$ cat src/rtl/cfg_pkg.sv
// Shared definitions for the tile configuration loader: FSM encoding,
// header field positions and the config target indices.
package cfg_pkg;

  typedef enum logic [1:0] {
    IDLE = 2'd0,
    LOAD = 2'd1,
    SKIP = 2'd2,
    DONE = 2'd3
  } cfg_state_e;

  localparam int ID_HI  = 31;
  localparam int ID_LO  = 24;
  localparam int CNT_HI = 7;
  localparam int CNT_LO = 0;
  localparam int ID_W   = ID_HI - ID_LO + 1;
  localparam int CNT_W  = CNT_HI - CNT_LO + 1;

  localparam int CFG_N   = 0;
  localparam int CFG_W   = 1;
  localparam int CFG_S   = 2;
  localparam int CFG_E   = 3;
  localparam int CFG_ALU = 4;

  function automatic logic [ID_W-1:0] hdr_id(input logic [31:0] word);
    return word[ID_HI:ID_LO];
  endfunction

  function automatic logic [CNT_W-1:0] hdr_cnt(input logic [31:0] word);
    return word[CNT_HI:CNT_LO];
  endfunction

endpackage

$ cat src/rtl/cfg_onehot.sv
// Binary index to one-hot decoder; indices at or beyond NCFG decode to all zeros.
module cfg_onehot
  import cfg_pkg::*;
#(
  parameter int NCFG  = 5,
  parameter int IDX_W = CNT_W
) (
  input  logic [IDX_W-1:0] idx_i,
  output logic [NCFG-1:0]  onehot_o
);

  always_comb begin
    onehot_o = '0;
    for (int i = 0; i < NCFG; i++) begin
      if (idx_i == IDX_W'(i)) begin
        onehot_o[i] = 1'b1;
      end
    end
  end

endmodule

$ cat src/rtl/cfg_loader.sv
// Per-tile config loader: filters a header+payload stream by tile ID and
// turns matching payload words into one-hot write pulses for the config flops.
module cfg_loader
  import cfg_pkg::*;
#(
  parameter int         WIDTH   = 32,
  parameter int         NCFG    = 5,
  parameter logic [7:0] TILE_ID = 8'd0
) (
  input  logic             clk,
  input  logic             reset,
  input  logic             in_valid,
  output logic             in_ready,
  input  logic [WIDTH-1:0] in_data,
  output logic [NCFG-1:0]  cfg_en,
  output logic [WIDTH-1:0] cfg_d,
  output logic             cfg_done,
  output logic             configured
);

  cfg_state_e       state_q, state_d;
  logic [CNT_W-1:0] count_q, count_d;
  logic [CNT_W-1:0] remain_q, remain_d;

  logic             accept;
  logic             load_beat;
  logic [CNT_W-1:0] hdr_n;
  logic [ID_W-1:0]  hdr_tile;
  logic [NCFG-1:0]  target_en;

  logic [NCFG-1:0]  cfg_en_q;
  logic [WIDTH-1:0] cfg_d_q;
  logic             cfg_done_q;
  logic             configured_q;

  assign hdr_n    = hdr_cnt(in_data[31:0]);
  assign hdr_tile = hdr_id(in_data[31:0]);

  always_ff @(posedge clk) begin
    if (reset) begin
      state_q  <= IDLE;
      count_q  <= '0;
      remain_q <= '0;
    end else begin
      state_q  <= state_d;
      count_q  <= count_d;
      remain_q <= remain_d;
    end
  end

  // Zero-length headers are swallowed in IDLE regardless of the ID they carry.
  always_comb begin
    state_d  = state_q;
    count_d  = count_q;
    remain_d = remain_q;
    unique case (state_q)
      IDLE: begin
        if (accept && (hdr_n != '0)) begin
          remain_d = hdr_n;
          count_d  = '0;
          state_d  = (hdr_tile == TILE_ID) ? LOAD : SKIP;
        end
      end
      LOAD: begin
        if (accept) begin
          count_d  = count_q + CNT_W'(1);
          remain_d = remain_q - CNT_W'(1);
          if (remain_q == CNT_W'(1)) begin
            state_d = DONE;
          end
        end
      end
      SKIP: begin
        if (accept) begin
          remain_d = remain_q - CNT_W'(1);
          if (remain_q == CNT_W'(1)) begin
            state_d = IDLE;
          end
        end
      end
      DONE: state_d = IDLE;
      default: state_d = IDLE;
    endcase
  end

  always_comb begin
    in_ready  = !reset && (state_q != DONE);
    accept    = in_valid && in_ready;
    load_beat = accept && (state_q == LOAD);
  end

  cfg_onehot #(
    .NCFG  (NCFG),
    .IDX_W (CNT_W)
  ) u_onehot (
    .idx_i    (count_q),
    .onehot_o (target_en)
  );

  // cfg_d is only refreshed on load beats so it holds between write pulses.
  always_ff @(posedge clk) begin
    if (reset) begin
      cfg_en_q     <= '0;
      cfg_d_q      <= '0;
      cfg_done_q   <= 1'b0;
      configured_q <= 1'b0;
    end else begin
      cfg_en_q   <= load_beat ? target_en : '0;
      cfg_done_q <= (state_q == DONE);
      if (load_beat) begin
        cfg_d_q <= in_data;
      end
      if (state_q == DONE) begin
        configured_q <= 1'b1;
      end
    end
  end

  assign cfg_en     = cfg_en_q;
  assign cfg_d      = cfg_d_q;
  assign cfg_done   = cfg_done_q;
  assign configured = configured_q;

endmodule

$ cat config.mk
export PLATFORM = sky130hd
export DESIGN_NAME = cfg_loader
export DESIGN_NICKNAME = d
export VERILOG_FILES = /design/src/rtl/cfg_pkg.sv /design/src/rtl/cfg_onehot.sv /design/src/rtl/cfg_loader.sv
export SDC_FILE = /design/constraint.sdc
export NUM_CORES = 1
export LEC_CHECK = 0
export CAP_MARGIN = 10
export CORE_MARGIN = 5
export CORE_UTILIZATION = 29
export CTS_BUF_LIST = sky130_fd_sc_hd__clkbuf_16
export DETAILED_ROUTE_END_ITERATION = 10
export PLACE_DENSITY_LB_ADDON = 0.2
export SKIP_CTS_REPAIR_TIMING = 1
export SLEW_MARGIN = 40
export SYNTH_ARGS = -nofsm -noshare
export SYNTH_HDL_FRONTEND = slang
export SYNTH_HIERARCHICAL = 1
export SYNTH_SLANG_ARGS = --single-unit
$ cat constraint.sdc
create_clock -name clk -period 2.5 [get_ports clk]
set_clock_uncertainty 0.15 [all_clocks]
set_input_delay 0.375 -clock clk [delete_from_list [all_inputs] [get_ports clk]]
set_output_delay 0.375 -clock clk [all_outputs]
set_load 0.02 [all_outputs]
### After elaboration in Yosys (flattened, before gate mapping)

Index checks and enable logic that the tools add are counted.

* flip-flop bits (word level): 57
* input bits: 35
* output and inout port bits: 40
* logic and storage cells: 59

* add/sub/neg operators: 2
* eq/ne operators: 15
* muxes and demuxes: 18
* bitwise logic cells: 1
* reduce and logical (&&, ||, !) cells: 16

Operators with widths (number)
* 2-to-1 mux 8 bit: 4
* case mux 8 bit (2 select lines): 2
* == test 8 x 1 -> 1 bit (second input constant): 2
* == test 8 x 2 -> 1 bit (second input constant): 2
* zero test 8 bit: 2
* 2-to-1 mux 2 bit: 6
* inequality test 2 bit (second input constant): 6
* adder 8 x 1 -> 8 bit (second input constant): 1
* == test 8 x 3 -> 1 bit (second input constant): 1
* case mux 2 bit (4 select lines): 1
* nonzero test 8 bit: 1
* subtractor 8 x 1 -> 8 bit (second input constant): 1
* AND reduction 3 bit: 2
* 2-to-1 mux 1 bit: 5
* AND reduction 5 bit: 1
* == test 2 bit (second input constant): 2
* logical AND 1 bit: 4
* nonzero test 2 bit: 2
* OR reduction 2 bit: 2
* == test 2 x 1 -> 1 bit (second input constant): 1
* zero test 2 bit: 1
* inequality test 2 x 1 -> 1 bit (second input constant): 1
* zero test 1 bit: 1
* NOT 1 bit: 1

### Logic depth before layout (Yosys ltp)

Gate-level depths: netlist of run 1.

* depth in word-level cells: 6
* depth in mapped cells: 8
* gate-level depth less buffers: 6

### Cells and area by module

Netlist of run 1, hierarchy kept.

By module, submodules not included
* cfg_loader: instances 1, cells each 302, area each 2461.1 um^2, seq. area each 1141.1 um^2
* cfg_onehot: instances 1, cells each 10, area each 70.1 um^2, seq. area each 0.0 um^2

### Least setup slack after synthesis of run 1

No wires, ideal clock.

* path kind: flip-flop to flip-flop
* start: register state_q[0]
* end: register count_q[6]
* setup time: 0.071 ns
* arrival: 1.918 ns
* data required time: 2.279 ns
* setup slack: 0.361 ns
* cell stages (with the launch flop): 6
* path buffers: 0
* period minus slack after synthesis: 2.139 ns
* cell sequence: dfxtp_1 -> ha_1 -> or3b_4 -> a311o_1 -> or4_1 -> a21oi_1

* word-level cells in the longest chain between the ends: 6
* elaborated cells between the ends (all ways): 11
* those cells by class: eq/ne: 4; mux: 1; reduce/logical: 6

RTL lines
* from (decl): RTL line cfg_loader.sv:21 `cfg_state_e state_q, state_d;`
* from (signal assigned): RTL line cfg_loader.sv:45 `state_q <= state_d;`
* inequality test 2 bit: RTL line cfg_loader.sv:87 `in_ready = !reset && (state_q != DONE);`
* logical AND 1 bit: RTL line cfg_loader.sv:87
* logical AND 1 bit: RTL line cfg_loader.sv:88 `accept = in_valid && in_ready;`
* logical AND 1 bit: RTL line cfg_loader.sv:58 `if (accept && (hdr_n != '0)) begin`
* inequality test 2 bit (no source line)
* AND reduction 3 bit (no source line)
* to (signal assigned): RTL line cfg_loader.sv:46 `count_q <= count_d;`
* to (decl): RTL line cfg_loader.sv:22 `logic [CNT_W-1:0] count_q, count_d;`

Parallel ways exist; a longest one is shown, timed or not.
A chain may end at the register's enable or synchronous reset.

### Worst setup path after layout of run 1

Same ends and word-level chain as after synthesis.

==> flow_summary.json, run 1 <==
{
  "grt_overflow": 0,
  "floorplan.initialDensity_pct": 29.5,
  "rr_worst_depth": 5,
  "relSlewSlack_pct": 60.6,
  "postPlaceCellArea_um2": 3460,
  "clk_latency_ns": 0.33,
  "wl_mm": 6.96,
  "drt_iter0_markers": 88,
  "tritoncts": "done",
  "gp_congestion": 0.774,
  "cts_sinks": 57,
  "num_rows": 34,
  "grt_pass1_wl_mm": 11.2,
  "syn_area_um2": 2530,
  "cpPeakStageDelay_ns": 0.52,
  "required_ns": 2.60,
  "power.density_nw_per_um2": 704,
  "regArea_um2": 1140,
  "syn-mean-instance-area_um2": 8.11,
  "ys_warn_count": 6,
  "cts_root_buf": "clkbuf_16",
  "arrival_ns": 2.38,
  "yosysMostFrequentCell": "nand2_1",
  "grt_start_max_net_pins": 46,
  "vias": 2450,
  "async_flop_share_pct": 0,
  "peakVddDrop_mv": 0.376,
  "fin_setup_tns_ns": 0,
  "syn_nets": 354,
  "cap_violations": 0,
  "syn_to_final_growth_pct": 48.2,
  "cts_made_buffers": 9,
  "cp.buffers_inverters": 0,
  "cp_max_fo": 8,
  "ant_nets": 0,
  "place_ws_ns": -0.0199,
  "synthTopCellsByCount": "nand2_1 (79), dfxtp_1 (57), a21oi_1 (45)",
  "gr-usage-all-layers_pct": 13.5,
  "layout_setup_ws_ns": 0.222,
  "hold_depth": 2,
  "crit_path_start_kind": "register",
  "antenna_found_initial": 0,
  "synth_flop_cell": "dfxtp_1",
  "port_buffers": 74,
  "drive_above_1_share_pct": 10.9,
  "fin_crit_ns": 2.28,
  "tightest_slew_ns": 0.586,
  "fp.dieH_um": 103,
  "drv_slew": 0,
  "yosysTopAreaCellShare_pct": 45.1,
  "outcome": "finished clean",
  "avgViaCountPerCell": 4.80,
  "hold_viol": 0,
  "hpwl_mm": 4.93,
  "h-tree-depth": 3,
  "nets": 439,
  "ys_types": 48,
  "multiInputGateArea_um2": 1280,
  "dr.pass1.iters": 4,
  "period_share_pct": 91.1,
  "yosys.area.top_type": "dfxtp_1",
  "route.detailed.drc": 0,
  "clkSlewWorstSetupHoldPaths_ns": 0.05,
  "rsz0062_at_grt": "no",
  "synth.area.top_cells": "dfxtp_1 (45%), nand2_1 (12%), a21oi_1 (8.9%), ha_1 (3.5%), clkbuf_1 (2.4%)",
  "ys_ff_latch": 57,
  "endpoint_kind": "register",
  "io_pins": 75,
  "die_w_um": 103,
  "max_freq_mhz": 439,
  "path_cells": "ha_1 -> or3b_4 -> a311o_1 -> or4_1 -> a21oi_1",
  "worst_path_max_delay_cell": "or4_1",
  "dp_cells": 494,
  "dieArea_um2": 10700,
  "setup_viol": 0,
  "synthCells": 312,
  "insertedDiodeCount": 0,
  "core-area_um2": 8590,
  "fillCellCount": 890,
  "grt_pass1_vias": 2381,
  "cts_max_path_buffers": 2,
  "ys_seq_area_share_pct": 45.1,
  "critical_path_class": "register to register",
  "cp_num_cells": 5,
  "finalInstanceArea_um2": 3750,
  "synth_edf_count": 0,
  "crit_family": "simple AND/OR/NAND/NOR gates",
  "leakagePower_nw": 1.33,
  "hold_path.class": "register to register",
  "wl_per_cell_um": 13.6,
  "final_cell_count_no_fill": 510
}
## flip-flops by register name (all words and copies together) (netlist names)
signal / cells
state_q: 2
cfg_en: 5
remain_q: 8
configured: 1
count_q: 8
cfg_d: 32
cfg_done: 1
## metal layers
layer	share of wire (%)	global-route usage [%]	wire [µm]
met5	0	0	0
met4	0.66	4.58	46
met3	8.9	7.11	618
met2	45	20.8	3150
met1	45	16.1	3140
## worst reg2reg max path, cell delays in order, from the launching register on
cell and delay, ns:
dfxtp_1 0.33, ha_1 0.26, or3b_4 0.43, a311o_1 0.37, or4_1 0.52, a21oi_1 0.14
## cell usage in the layout, fill, tap and decap left out, drive strengths merged, types with 2 or more instances in the layout
master         synthesis  layout
nor2b                  5       5
nor4                   7       7
dfxtp                 57      57
nor2                  10      10
o21ai                 12      12
o31ai                  2       2
o32ai                  3       3
or2                    2       2
and3                   5       5
o211ai                 2       2
a21oi                 45      45
clkbuf                16       9
clkinv                 0       3
ha                     7       7
buf                    1      18
nand2                 79      79
nand3b                 2       2
or3b                   3       3
clkinvlp               0       2
nor3                   3       3
a31oi                  3       3
or4                    5       5
clkdlybuf4s50          0      73
inv                   12      13
mux2i                  2       2
or3                    8       8
## cell type report
cell class	count	area share [%]
Multi-Input combinational cell	226	34.1
Sequential cell	57	30.4
Timing Repair Buffer	91	23.0
Clock buffer	9	6.00
Tap cell	108	3.60
Clock inverter	7	1.67
Inverter	12	1.20
## kinds of logic after synthesis
group           count (synthesis)  share of synthesized area [%]
mux                             3                           1.24
compound gates                 79                           19.5
buf+inv                        29                           4.35
simple gates                  136                           26.1
xor+xnor                        1                          0.346
fa+ha+maj                       7                           3.46
flops                          57                           45.1
## power by group
group,total (mW),internal [mW],switching [mW]
sequential,0.978,0.944,0.0343
clock,1.18,0.759,0.424
combinational,0.482,0.232,0.250
## stage by stage
stage / hold WS, ns / power [mW] / util, %
floorplan: 0.308 / 1.30 / -
global placement: 0.291 / 1.48 / 40.3
detailed placement: 0.297 / 1.48 / 40.3
CTS: 0.303 / 2.68 / 43.7
global route: 0.321 / 2.77 / 43.7
finish: 0.299 / 2.64 / 43.7
## final timing paths
check,to,startpoint,slack [ns]
min reg2reg,cfg_d[17],cfg_d[17],0.30
max reg2reg,count_q[6],state_q[0],0.22
min,cfg_d[17],cfg_d[17],0.30
max,count_q[6],state_q[0],0.22
No activity file was read; power rests on OpenSTA's default activity.
==> run 2: changes to the inputs <==
- GPL_TIMING_DRIVEN: not set -> 1
==> results of run 2 <==
Final layout, timing and power as in run 1 (identical DEF).
